File: config.mk
export PLATFORM = sky130hd
export DESIGN_NAME = ccd_sharp_timing_ctrl
export DESIGN_NICKNAME = d
export VERILOG_FILES = /design/src/rtl/ccd_sharp_pkg.sv /design/src/rtl/ccd_sharp_region_decode.sv /design/src/rtl/ccd_sharp_timing_ctrl.sv
export SDC_FILE = /design/constraint.sdc
export NUM_CORES = 1
export LEC_CHECK = 0
export CORE_ASPECT_RATIO = 1.2
export CORE_MARGIN = 4
export CORE_UTILIZATION = 58
export CTS_CLUSTER_DIAMETER = 60
export DETAILED_ROUTE_END_ITERATION = 7
export PLACE_DENSITY = 0.91
export SKIP_LAST_GASP = 1
export SLEW_MARGIN = 10
export SYNTH_ARGS = -nofsm -noshare
export SYNTH_HDL_FRONTEND = slang
export SYNTH_HIERARCHICAL = 1
export SYNTH_SLANG_ARGS = --single-unit
File: constraint.sdc
create_clock -name clk -period 3.3 [get_ports clk]
set_input_delay 0.66 -clock clk [delete_from_list [all_inputs] [get_ports clk]]
set_output_delay 0.66 -clock clk [all_outputs]
set_load 0.05 [all_outputs]
File: src/rtl/ccd_sharp_pkg.sv
// ccd_sharp_pkg: region codes, sequencer state encodings and frame-size helper
package ccd_sharp_pkg;
   localparam logic [1:0] DUMMY = 2'd0;
   localparam logic [1:0] BLACK = 2'd1;
   localparam logic [1:0] IMAGE = 2'd2;
   localparam logic [1:0] PAD   = 2'd3;
   localparam logic [2:0] ST_IDLE    = 3'd0;
   localparam logic [2:0] ST_XSG     = 3'd1;
   localparam logic [2:0] ST_XSG_GAP = 3'd2;
   localparam logic [2:0] ST_XV      = 3'd3;
   localparam logic [2:0] ST_XV_GAP  = 3'd4;
   localparam logic [2:0] ST_HREAD   = 3'd5;
   localparam logic [2:0] ST_FEND    = 3'd6;
   function automatic int v_total(input int a, input int b, input int c, input int d, input int e);
      return a + b + c + d + e;
   endfunction
endpackage

File: src/rtl/ccd_sharp_region_decode.sv
// ccd_sharp_region_decode: maps an index onto dummy/black/image/black/dummy/pad regions
module ccd_sharp_region_decode
   import ccd_sharp_pkg::*;
(
   input  logic [15:0] i_idx,
   input  logic [15:0] i_len0,
   input  logic [15:0] i_len1,
   input  logic [15:0] i_len2,
   input  logic [15:0] i_len3,
   input  logic [15:0] i_len4,
   output logic [1:0]  ov_type
);
   logic [17:0] w_idx, w_e0, w_e1, w_e2, w_e3, w_e4;
   // Running region end positions, then first region whose end lies past the index
   always_comb begin
      w_idx   = {2'b0, i_idx};
      w_e0    = {2'b0, i_len0};
      w_e1    = w_e0 + {2'b0, i_len1};
      w_e2    = w_e1 + {2'b0, i_len2};
      w_e3    = w_e2 + {2'b0, i_len3};
      w_e4    = w_e3 + {2'b0, i_len4};
      ov_type = (w_idx < w_e0) ? DUMMY :
                (w_idx < w_e1) ? BLACK :
                (w_idx < w_e2) ? IMAGE :
                (w_idx < w_e3) ? BLACK :
                (w_idx < w_e4) ? DUMMY : PAD;
   end
endmodule

File: src/rtl/ccd_sharp_timing_ctrl.sv
// ccd_sharp_timing_ctrl: Sharp CCD frame/line sequencer with XSG/XV pulses, readout pacing and region tagging
module ccd_sharp_timing_ctrl
   import ccd_sharp_pkg::*;
#(
   parameter int ALLPIX_PER_LINE = 1376,
   parameter int DUMMY_HFRONT    = 4,
   parameter int BLACK_HFRONT    = 12,
   parameter int IMAGE_WIDTH     = 1320,
   parameter int BLACK_HREAR     = 40,
   parameter int DUMMY_HREAR     = 0,
   parameter int DUMMY_VFRONT    = 2,
   parameter int BLACK_VFRONT    = 8,
   parameter int IMAGE_HEIGHT    = 1032,
   parameter int BLACK_VREAR     = 2,
   parameter int DUMMY_VREAR     = 0,
   parameter int XSG_WIDTH       = 64,
   parameter int XSG_GAP         = 32,
   parameter int XV_WIDTH        = 16,
   parameter int XV_GAP          = 8
)(
   input  logic        clk,
   input  logic        reset_n,
   input  logic        i_acq_en,
   output logic        o_xsg,
   output logic        o_xv,
   output logic        o_hread,
   output logic [15:0] ov_hcnt,
   output logic [15:0] ov_vcnt,
   output logic [1:0]  ov_pix_type,
   output logic [1:0]  ov_line_type,
   output logic        o_fval,
   output logic        o_lval,
   output logic        o_frame_done,
   output logic        o_busy
);
   localparam int V_TOTAL = v_total(DUMMY_VFRONT, BLACK_VFRONT, IMAGE_HEIGHT, BLACK_VREAR, DUMMY_VREAR);
   localparam int H_SUM   = DUMMY_HFRONT + BLACK_HFRONT + IMAGE_WIDTH + BLACK_HREAR + DUMMY_HREAR;

   if (XSG_WIDTH < 1 || XSG_GAP < 1 || XV_WIDTH < 1 || XV_GAP < 1 || IMAGE_WIDTH < 1 ||
       IMAGE_HEIGHT < 1 || H_SUM > ALLPIX_PER_LINE) begin : g_bad_params
      $error("ccd_sharp_timing_ctrl: illegal timing/region parameters");
   end

   logic [2:0]  r_state, w_next;
   logic [15:0] r_cnt, r_vcnt, w_len_m1;
   logic        r_seen, w_last, w_hread;
   logic [1:0]  w_pix, w_line;

   // Length of the current phase minus one; single-clock states use zero
   always_comb begin
      w_len_m1 = (r_state == ST_XSG)     ? 16'(XSG_WIDTH - 1) :
                 (r_state == ST_XSG_GAP) ? 16'(XSG_GAP - 1) :
                 (r_state == ST_XV)      ? 16'(XV_WIDTH - 1) :
                 (r_state == ST_XV_GAP)  ? 16'(XV_GAP - 1) :
                 (r_state == ST_HREAD)   ? 16'(ALLPIX_PER_LINE - 1) : 16'd0;
      w_last   = r_cnt == w_len_m1;
   end

   // Next-state decode; enable is only looked at in IDLE so frames always complete
   always_comb begin
      w_next = r_state;
      case (r_state)
         ST_IDLE:    w_next = i_acq_en ? ST_XSG : ST_IDLE;
         ST_XSG:     w_next = w_last ? ST_XSG_GAP : ST_XSG;
         ST_XSG_GAP: w_next = w_last ? ST_XV : ST_XSG_GAP;
         ST_XV:      w_next = w_last ? ST_XV_GAP : ST_XV;
         ST_XV_GAP:  w_next = w_last ? ST_HREAD : ST_XV_GAP;
         ST_HREAD:   w_next = !w_last ? ST_HREAD : (r_vcnt < 16'(V_TOTAL - 1)) ? ST_XV : ST_FEND;
         default:    w_next = ST_IDLE;
      endcase
   end

   // State, phase/pixel counter, line counter and "image data seen this frame" flag
   always_ff @(posedge clk) begin
      if (!reset_n) begin
         r_state <= ST_IDLE;
         r_cnt   <= '0;
         r_vcnt  <= '0;
         r_seen  <= 1'b0;
      end else begin
         r_state <= w_next;
         r_cnt   <= w_last ? 16'd0 : r_cnt + 16'd1;
         if (r_state == ST_IDLE && i_acq_en)
            r_vcnt <= '0;
         else if (r_state == ST_HREAD && w_next == ST_XV)
            r_vcnt <= r_vcnt + 16'd1;
         r_seen  <= (r_state == ST_IDLE) ? 1'b0 : (r_seen | o_lval);
      end
   end

   ccd_sharp_region_decode u_hdec (
      .i_idx(r_cnt), .i_len0(16'(DUMMY_HFRONT)), .i_len1(16'(BLACK_HFRONT)), .i_len2(16'(IMAGE_WIDTH)),
      .i_len3(16'(BLACK_HREAR)), .i_len4(16'(DUMMY_HREAR)), .ov_type(w_pix)
   );
   ccd_sharp_region_decode u_vdec (
      .i_idx(r_vcnt), .i_len0(16'(DUMMY_VFRONT)), .i_len1(16'(BLACK_VFRONT)), .i_len2(16'(IMAGE_HEIGHT)),
      .i_len3(16'(BLACK_VREAR)), .i_len4(16'(DUMMY_VREAR)), .ov_type(w_line)
   );

   assign w_hread      = r_state == ST_HREAD;
   assign o_xsg        = r_state == ST_XSG;
   assign o_xv         = r_state == ST_XV;
   assign o_hread      = w_hread;
   assign ov_hcnt      = w_hread ? r_cnt : 16'd0;
   assign ov_vcnt      = r_vcnt;
   assign ov_pix_type  = w_hread ? w_pix : DUMMY;
   assign ov_line_type = o_busy ? w_line : DUMMY;
   assign o_lval       = w_hread && w_line == IMAGE && w_pix == IMAGE;
   assign o_fval       = w_hread && w_line == IMAGE && (r_seen || o_lval);
   assign o_frame_done = r_state == ST_FEND;
   assign o_busy       = r_state != ST_IDLE;
endmodule

==> impl_metrics.csv, run 1 <==
group,metric,value,unit
logic_synthesis,netlist_area,11300,µm²
clocking,clockRootBuffer,"clkbuf_16",
timing,final_hold_viol_count,0,
setup_path,cp_max_fo,3,
logic_synthesis,synthArstFlopShare,0,
timing,setup_violations,6,
die,die_h,161,µm
detailed_routing,num_vias,11800,
timing,grt_setup_unrepaired,"yes",
run_status,status,"finished with violations",
logic_synthesis,synth-seq-cells,36,
detailed_routing,drt_pass1_iterations,5,
logic_synthesis,ys.flop_type,"dfxtp_1",
run,maxCapViolations,0,
timing,tns,-2.54,ns
die,row_count,55,
timing,final_max_slew_viol_count,0,
die,core_area,19000,µm²
clocking,cts_buffers,5,
detailed_routing,antenna_left,0,
timing,period_share,1.22,
global_route,gr-total-overflow,0,
power,p_leak,0.00757,µW
global_route,grt_start_max_net_pins,19,
clocking,cts_tree,"done",
finish,syn_to_final_growth,22.9,%
run_status,violations,"negative setup slack",
detailed_routing,drt-total-wl,31300,µm
detailed_routing,via_per_inst,5.76,
die,start_util,0.593,
worst_hold_path,hp-class,"flop to flop",
clocking,cts.sinks,36,
timing,min_period,4.03,ns
timing,setup_slack,-0.730,ns
global_route,globalRouteTotalUtil,0.283,
logic_synthesis,synth-edff-count,0,
die,die_width,135,µm
finish,drive_above_1_share,0.107,
detailed_routing,drc,0,
logic_synthesis,yosysUniqueCellTypes,82,
timing,finalClockSkew,0.00327,ns
placement,hpwl,25800,µm
logic_synthesis,syn_area_per_cell,7.71,µm²
detailed_routing,dr.first_iter.drc_count,603,
power,powerDensity,702,nW/µm²
clocking,clkTransAtPathRegs,0.06,ns
timing,tightest_slew,0.732,ns
power,worst_ir_drop_vdd,0.575,mV
timing,fmax,0.248,GHz
placement,gp_congestion,0.937,
detailed_routing,wl_per_cell,15.3,µm
logic_synthesis,synthCells,1461,
global_route,grt_pass1_wl,52100,µm
clocking,clockBufferDepth,2,
global_route,first_global_vias,12200,
setup_path,worstPathArrival,3.37,ns
clocking,clk_latency,0.29,ns
die,pin_count,46,
setup_path,path_class,"flop to output port",
logic_synthesis,ys_warn_count,6,
finish,nNetsFinal,2092,
placement,placement.io_buffers,45,
global_route,grt_antenna_before_repair,0,
timing,fin_hold_ws,0.591,ns
setup_path,end_kind,"output port",
logic_synthesis,yosysSeqAreaShare,0.0639,
setup_path,critPathRequiredTime,2.64,ns
clocking,cts_htree_levels,2,
die,die-area,21700,µm²
timing,slew_headroom,0.508,
setup_path,crit_path_start_kind,"flop",
finish,antenna_cells,0,
## cell families (layout without fill, tap and decap cells)
group | after synthesis | count (layout) | synth area share
XOR/XNOR | 123 | 123 | 0.0956
other | 2 | 210 | 0.000666
buffers and inverters | 180 | 303 | 0.0625
adder cells (fa/ha/maj) | 298 | 298 | 0.336
AO/OA/AOI/OAI | 432 | 432 | 0.256
flip-flops | 36 | 36 | 0.0639
multiplexers | 3 | 3 | 0.00266
AND/OR/NAND/NOR | 387 | 387 | 0.183
## final timing paths
path | startpoint | endpoint | slack [ns] | cells past startpoint
max | r_cnt[11] | o_fval | -0.73 | 15
min | r_cnt[0] | r_cnt[0] | 0.59 | 1
min reg2reg | r_cnt[0] | r_cnt[0] | 0.59 | 1
max reg2reg | r_cnt[11] | r_seen | 0.24 | 15
## placed cells by master (no fill, tap or decap), drive strengths merged, types with 58 or more instances in the layout
cell and n:
conb 210, inv 164, a21o 58, buf 108
a21oi 113, o21ai 97, nand2 59, ha 290
nor2 82, xnor2 71
## per-layer routing
metal | vias to the layer above | track usage | share of wire
met2 | 353 | 0.567 | 0.54
met5 | - | 0 | 0
met4 | 0 | 0.176 | 0.062
met1 | 5526 | 0.268 | 0.37
met3 | 136 | 0.0263 | 0.032
li1 | 5774 | - | -
## cells in the mapped netlist, types with 8 or more instances
| cell | n | share of area |
|---|---|---|
| nor2_1 | 82 | 0.027 |
| nand4_1 | 16 | 0.0089 |
| a21o_1 | 58 | 0.039 |
| o21a_1 | 22 | 0.015 |
| a21oi_1 | 111 | 0.049 |
| and3_1 | 25 | 0.014 |
| nor2b_1 | 29 | 0.016 |
| a211oi_1 | 16 | 0.011 |
| nand3_1 | 30 | 0.013 |
| ha_1 | 290 | 0.32 |
| xor2_1 | 52 | 0.040 |
| fa_1 | 8 | 0.014 |
| o21ai_0 | 92 | 0.041 |
| o31a_1 | 11 | 0.0085 |
| and2_1 | 29 | 0.016 |
| nand2_1 | 59 | 0.020 |
| nand2b_1 | 33 | 0.018 |
| a211o_1 | 10 | 0.0078 |
| xnor2_1 | 71 | 0.055 |
| dfxtp_1 | 36 | 0.064 |
| o211ai_1 | 13 | 0.0087 |
| a31oi_1 | 13 | 0.0072 |
| or3_1 | 13 | 0.0072 |
| inv_1 | 164 | 0.055 |
| nor3_1 | 32 | 0.014 |
| o21bai_1 | 12 | 0.0080 |
## repair_timing
action | CTS | global route
buffers inserted | 6 | 6
pin swaps | 13 | 19
resized for setup | 26 | 20
hold buffers | 0 | 0
endpoints found under the hold margin | 0 | 0
setup endpoints to repair | 6 | 6
## cell type report
class,instances,area (µm²)
inverters,164,616
repair buffers,131,1140
flip-flops and latches,36,757
clock buffers,5,125
fillers,1431,5140
clock inverters,3,42.5
multi-input cells,1453,10800
well taps,256,320
## critical path, stage by stage (launching register included)
cell	delay (ns)
dfxtp_4	0.35
ha_4	0.27
a21oi_2	0.05
o211ai_1	0.25
a211oi_1	0.12
a21oi_2	0.18
o21ai_2	0.07
a221oi_2	0.35
nor4b_4	0.30
nand4b_1	0.15
a21oi_2	0.15
and2_4	0.16
nor3b_4	0.20
nor2_2	0.08
nor3b_4	0.21
buf_12	0.16
## stage by stage
step | total power, µW | setup slack [ns] | utilization | cells | cell area, µm²
after floorplan | 7100 | -0.746 | - | 1669 | 12200
after global placement | 7450 | -0.349 | 0.709 | 2032 | 13500
after detailed placement | 7620 | -0.491 | 0.709 | 2032 | 13500
after CTS | 8320 | -0.681 | 0.724 | 2044 | 13800
after global routing | 10800 | -0.823 | 0.729 | 2048 | 13900
final | 9730 | -0.730 | 0.729 | 2048 | 13900
## sequential cells by signal (all words and copies together), names as in the netlist
signal and cells:
r_state 3, ov_vcnt 16, r_seen 1, r_cnt 16
## power by group
part / leakage (µW) / total, µW / internal, µW / switching [µW]
registers: 0.000301 / 465 / 442 / 23.0
clock network: 0.0000798 / 566 / 356 / 211
logic: 0.00718 / 8700 / 3810 / 4890
Note: power is estimated with default switching activity, not from simulation.
==> run 2, diff against run 1 <==
--- a/config.mk
+++ b/config.mk
@@ -7,10 +7,10 @@
 export LEC_CHECK = 0
 export CORE_ASPECT_RATIO = 1.2
 export CORE_MARGIN = 4
-export CORE_UTILIZATION = 58
-export CTS_CLUSTER_DIAMETER = 60
+export CORE_UTILIZATION = 43
+export CTS_CLUSTER_DIAMETER = 100
 export DETAILED_ROUTE_END_ITERATION = 7
-export PLACE_DENSITY = 0.91
+export PLACE_DENSITY = 0.73
 export SKIP_LAST_GASP = 1
 export SLEW_MARGIN = 10
 export SYNTH_ARGS = -nofsm -noshare
==> run 2 against run 1 <==
  * The flow still finishes with violations (negative setup slack)
  * Worst setup slack better by 0.010 ns
  * Global-route usage is 8.0 points lower
  * Combinational power is 2% lower
  * Die area is 33% higher
  * Largest cell class unchanged
  * First-iteration DRC count is 43% lower
  * Utilization is 18 points lower
  * Power is 2.7% lower
  * Via count is 4.6% lower
  * Critical endpoint unchanged
==> impl_metrics.csv, run 2 (synthesis results as in run 1) <==
group,metric,value,unit
timing,grt_setup_unrepaired,"yes",
finish,nNetsFinal,2083,
clocking,clockRootBuffer,"clkbuf_16",
die,die_h,185,µm
setup_path,critPathRequiredTime,2.64,ns
placement,dpl.cell_count,2098,
global_route,grt_start_max_net_pins,19,
setup_path,r2r-end,"r_seen",
placement,gp_congestion,0.902,
setup_path,worstPathArrival,3.36,ns
die,pin_count,46,
power,switching_share,0.519,
clocking,cts_htree_levels,2,
power,comb_power_share,0.898,
run_status,status,"finished with violations",
power,sequentialPowerShare,0.050,
global_route,first_global_vias,11600,
finish,drive_above_1_share,0.110,
global_route,grt_antenna_before_repair,0,
placement,placement.io_buffers,45,
worst_hold_path,hp-class,"flop to flop",
placement,hpwl,25000,µm
detailed_routing,drt-total-wl,29300,µm
finish,syn_to_final_growth,23.8,%
clocking,cts.sinks,36,
power,p_leak,0.00751,µW
timing,finalClockSkew,0.0124,ns
clocking,cts_tree,"done",
timing,period_share,1.22,
setup_path,path_cells,"ha_4 > a21oi_2 > o211ai_1 > buf_4 > o221ai_4 > a21oi_4 > o21ai_2 > a221oi_4 > nor4b_4 > nand4b_1 > a21oi_2 > and2_4 > nor3b_4 > nor2_2 > nor3b_4 > buf_12",
timing,setup_slack,-0.720,ns
setup_path,max_stage_delay,0.35,ns
finish,fin_cells,2113,
timing,final_max_slew_viol_count,0,
detailed_routing,drc,0,
timing,setup_violations,6,
finish,antenna_cells,0,
die,core_area,25600,µm²
die,die-area,28900,µm²
detailed_routing,wl_per_cell,13.9,µm
setup_path,startpoint,"r_cnt[11]",
clocking,clk_latency,0.29,ns
finish,final_common_cell,"ha_1",
setup_path,crit_path_top_delay_cell,"dfxtp_4",
power,clockPowerShare,0.052,
timing,tightest_slew,0.546,ns
power,powerDensity,678,nW/µm²
setup_path,reg2regPathDepth,16,
setup_path,crit_end,"o_fval",
setup_path,reg2reg_from,"r_cnt[11]",
global_route,gr-total-overflow,0,
run_status,violations,"negative setup slack",
clocking,cts_buffers,5,
clocking,clockBufferDepth,2,
timing,fmax,0.249,GHz
clocking,clkTransAtPathRegs,0.07,ns
finish,final_cell_mix,"ha_1, conb_1, inv_1",
setup_path,end_kind,"output port",
detailed_routing,via_per_inst,5.33,
detailed_routing,antenna_left,0,
global_route,globalRouteTotalUtil,0.203,
die,die_width,156,µm
global_route,grt_pass1_wl,49800,µm
timing,final_hold_viol_count,0,
timing,min_period,4.02,ns
detailed_routing,num_vias,11300,
die,row_count,64,
power,intPower,4560,µW
timing,slew_headroom,0.633,
setup_path,crit_path_start_kind,"flop",
power,switchingPower,4910,µW
setup_path,path_class,"flop to output port",
setup_path,cp_max_fo,3,
detailed_routing,dr.first_iter.drc_count,342,
setup_path,r2r_setup_slack,0.25,ns
detailed_routing,drt_pass1_iterations,5,
die,start_util,0.440,
power,worst_ir_drop_vdd,0.291,mV
timing,tns,-2.31,ns
run,maxCapViolations,0,
==> run 2: critical path: cells and delay by family (launching register included) <==
kind	cells	cell delay [ns]
DFF	1	0.35
adders and majority gates	1	0.27
AOI/OAI and AO/OA	7	1.06
buffers and inverters	2	0.32
and+or+nand+nor	6	1.07
==> run 2: through the flow <==
step,util,setup slack [ns],power (µW),hold slack (ns),instance area [µm²]
after floorplan,-,-0.746,7100,0.480,12200
after global placement,0.527,-0.421,7500,0.553,13500
after detailed placement,0.527,-0.499,7590,0.560,13500
after CTS,0.540,-0.713,8280,0.578,13800
after global routing,0.545,-0.886,10600,0.623,14000
final,0.545,-0.720,9460,0.567,14000
==> run 2: worst min path at each step <==
stage | cells past startpoint | slack, ns | end | startpoint
2_1_floorplan | 1 | 0.48 | r_cnt[0] | r_cnt[0]
3_3_place_gp | 1 | 0.55 | r_cnt[0] | r_cnt[0]
3_5_place_dp | 1 | 0.56 | r_cnt[0] | r_cnt[0]
4_1_cts | 1 | 0.58 | r_cnt[0] | r_cnt[0]
5_1_grt | 1 | 0.62 | r_cnt[0] | r_cnt[0]
6_report | 1 | 0.57 | r_cnt[0] | r_cnt[0]
==> run 2: power groups by stage <==
stage	clock (µW)	combinational [µW]	sequential, µW
6_report	497	8500	469
2_1_floorplan	0	6630	467
3_3_place_gp	0	7020	477
4_1_cts	500	7310	470
5_1_grt	515	9650	474
3_5_place_dp	0	7110	479
==> run 2: cell type report <==
class | instances | area (µm²)
Clock buffer | 5 | 125
Clock inverter | 3 | 18.8
Fill cell | 2473 | 11700
Inverter | 164 | 616
Multi-Input combinational cell | 1453 | 11000
Sequential cell | 36 | 761
Tap cell | 330 | 413
Timing Repair Buffer | 122 | 1070
==> run 2: routing by layer <==
layer,share of wire,GRT usage
met5,0,0
met4,0.043,0.0963
met3,0.022,0.0112
met2,0.55,0.414
met1,0.38,0.206
==> run 2: what timing repair did <==
| action | 4_1_cts | 5_1_grt |
|---|---|---|
| hold endpoints to repair | 0 | 0 |
| buffers inserted | 6 | 3 |
| pin swaps | 28 | 21 |
| gates resized for setup | 46 | 21 |
| hold buffers | 0 | 0 |
| endpoints found under the setup margin | 6 | 7 |
==> run 3, diff against run 2 <==
--- a/config.mk
+++ b/config.mk
@@ -10,7 +10,7 @@
 export CORE_UTILIZATION = 43
 export CTS_CLUSTER_DIAMETER = 100
 export DETAILED_ROUTE_END_ITERATION = 7
-export PLACE_DENSITY = 0.73
+export PLACE_DENSITY = 0.71
 export SKIP_LAST_GASP = 1
 export SLEW_MARGIN = 10
 export SYNTH_ARGS = -nofsm -noshare
==> constraint.sdc (replaced) <==
create_clock -name clk -period 5 [get_ports clk]
set_input_delay 1 -clock clk [delete_from_list [all_inputs] [get_ports clk]]
set_output_delay 1 -clock clk [all_outputs]
set_load 0.05 [all_outputs]
==> run 3 against run 2 <==
  * The run now ends clean
  * Flip-flop and latch count stayed put
  * Final cell count shrank 2.5%
  * Utilization down 2.9 points
  * Critical path depth down 2
  * Combinational power decreased by 36%
  * Critical path type unchanged
  * Largest cell class unchanged
  * Largest power group unchanged
==> impl_metrics.csv, run 3 (synthesis results as in run 1) <==
group,metric,value,unit
die,core_area,25600,µm²
finish,final_cell_mix,"ha_1, conb_1, inv_1",
die,die_h,185,µm
global_route,globalRouteTotalUtil,0.192,
setup_path,path_class,"flop to output port",
timing,grt_setup_unrepaired,"no",
clocking,cts_htree_levels,2,
detailed_routing,drt_pass1_iterations,5,
clocking,cts_resized,0,
die,row_count,64,
timing,fmax,0.211,GHz
clocking,cts.sinks,36,
timing,setup_violations,0,
global_route,grt_antenna_before_repair,0,
finish,drive_above_1_share,0.0364,
finish,syn_to_final_growth,17.2,%
timing,fin_hold_ws,0.591,ns
die,pin_count,46,
finish,multi_input_area,10600,µm²
detailed_routing,drt-total-wl,28100,µm
global_route,grt_pass1_wl,46900,µm
die,start_util,0.440,
setup_path,critPathRequiredTime,4.00,ns
setup_path,cp_max_fo,10,
timing,final_hold_viol_count,0,
worst_hold_path,hp-class,"flop to flop",
setup_path,crit_path_start_kind,"flop",
placement,dpl.cell_count,2053,
setup_path,r2r_setup_slack,1.70,ns
die,die_width,156,µm
placement,gp_congestion,0.906,
timing,finalClockSkew,0.00868,ns
timing,tns,0,ns
clocking,clkTransAtPathRegs,0.07,ns
detailed_routing,drc,0,
global_route,gr-total-overflow,0,
power,powerDensity,461,nW/µm²
clocking,hold_buffers,0,
timing,final_max_slew_viol_count,0,
setup_path,end_kind,"output port",
finish,nNetsFinal,2031,
timing,tightest_slew,1.01,ns
global_route,first_global_vias,10400,
power,p_leak,0.00716,µW
detailed_routing,via_per_inst,5.22,
finish,antenna_cells,0,
detailed_routing,antenna_left,0,
die,die-area,28900,µm²
run_status,status,"completed",
timing,min_period,4.74,ns
clocking,cts_tree,"done",
detailed_routing,wl_per_cell,13.7,µm
global_route,grt_start_max_net_pins,22,
clocking,clockRootBuffer,"clkbuf_16",
finish,final_common_cell,"ha_1",
detailed_routing,dr.first_iter.drc_count,510,
run,maxCapViolations,0,
placement,hpwl,23900,µm
clocking,clk_latency,0.29,ns
clocking,cts_buffers,5,
finish,seqCellArea,721,µm²
setup_path,worstPathArrival,3.74,ns
power,worst_ir_drop_vdd,0.258,mV
timing,period_share,0.947,
finish,fill_cells,2491,
detailed_routing,num_vias,10800,
clocking,clockBufferDepth,2,
timing,slew_headroom,0.321,
placement,placement.io_buffers,45,
finish,fin_cells,2061,
clocking,post-cts-setup-buffer-count,0,
==> run 3: cell types whose count changed in the layout (fill, tap and decap cells not counted), moves of 7 or more <==
cell	change
clkdlybuf4s50_1	+20
dfxtp_1	+18
dfxtp_2	-11
o21ai_0	+12
buf_4	-64
ha_4	-7
dfxtp_4	-7
ha_1	+7
==> run 3: final timing paths <==
path	start	cells after the start	endpoint
setup reg to reg	ov_vcnt[1]	13	r_seen
setup / recovery	ov_vcnt[1]	14	o_fval
hold / removal	r_seen	2	r_seen
hold reg to reg	r_seen	2	r_seen
==> run 3: report_power, final <==
part	internal (µW)	total (µW)	switching, µW
clock network	237	382	144
logic	2430	5400	2960
registers	293	315	21.2
==> run 3: stage by stage <==
step	utilization	cell area [µm²]	worst slack [ns]	power [µW]
floorplan	-	12100	0.165	4680
CTS	0.516	13200	0.215	5350
global route	0.516	13200	0.0116	6860
detailed placement	0.509	13000	0.544	4960
global placement	0.509	13000	0.593	4910
finish	0.516	13200	0.264	6090
==> run 3: layout make-up <==
class | count | share of cell area
Multi-Input combinational cell | 1453 | 0.806
Tap cell | 330 | 0.0312
Timing Repair Buffer | 70 | 0.0487
Sequential cell | 36 | 0.0545
Inverter | 164 | 0.0466
Clock buffer | 5 | 0.00947
Clock inverter | 3 | 0.00350
==> run 3: worst max-delay path, cell delays in order (launching register included) <==
cell and delay [ns]:
dfxtp_1 0.43, ha_1 0.34, a21o_1 0.15, a21o_1 0.16, a21o_1 0.17, a21o_1 0.18
a2111oi_2 0.37, o21ai_1 0.13, o41ai_2 0.35, a211oi_1 0.09, nand2b_1 0.31, nor3b_4 0.26
nor2_1 0.10, nor3b_4 0.24, buf_12 0.16
==> run 3: metal layers <==
metal	global-route usage	share of wire	vias up	wire length [µm]
met1	0.230	0.45	4891	12600
met3	0.0129	0.023	55	635
met4	0.0644	0.033	0	937
li1	-	-	5645	-
met2	0.361	0.49	163	13900
met5	0	0	-	0
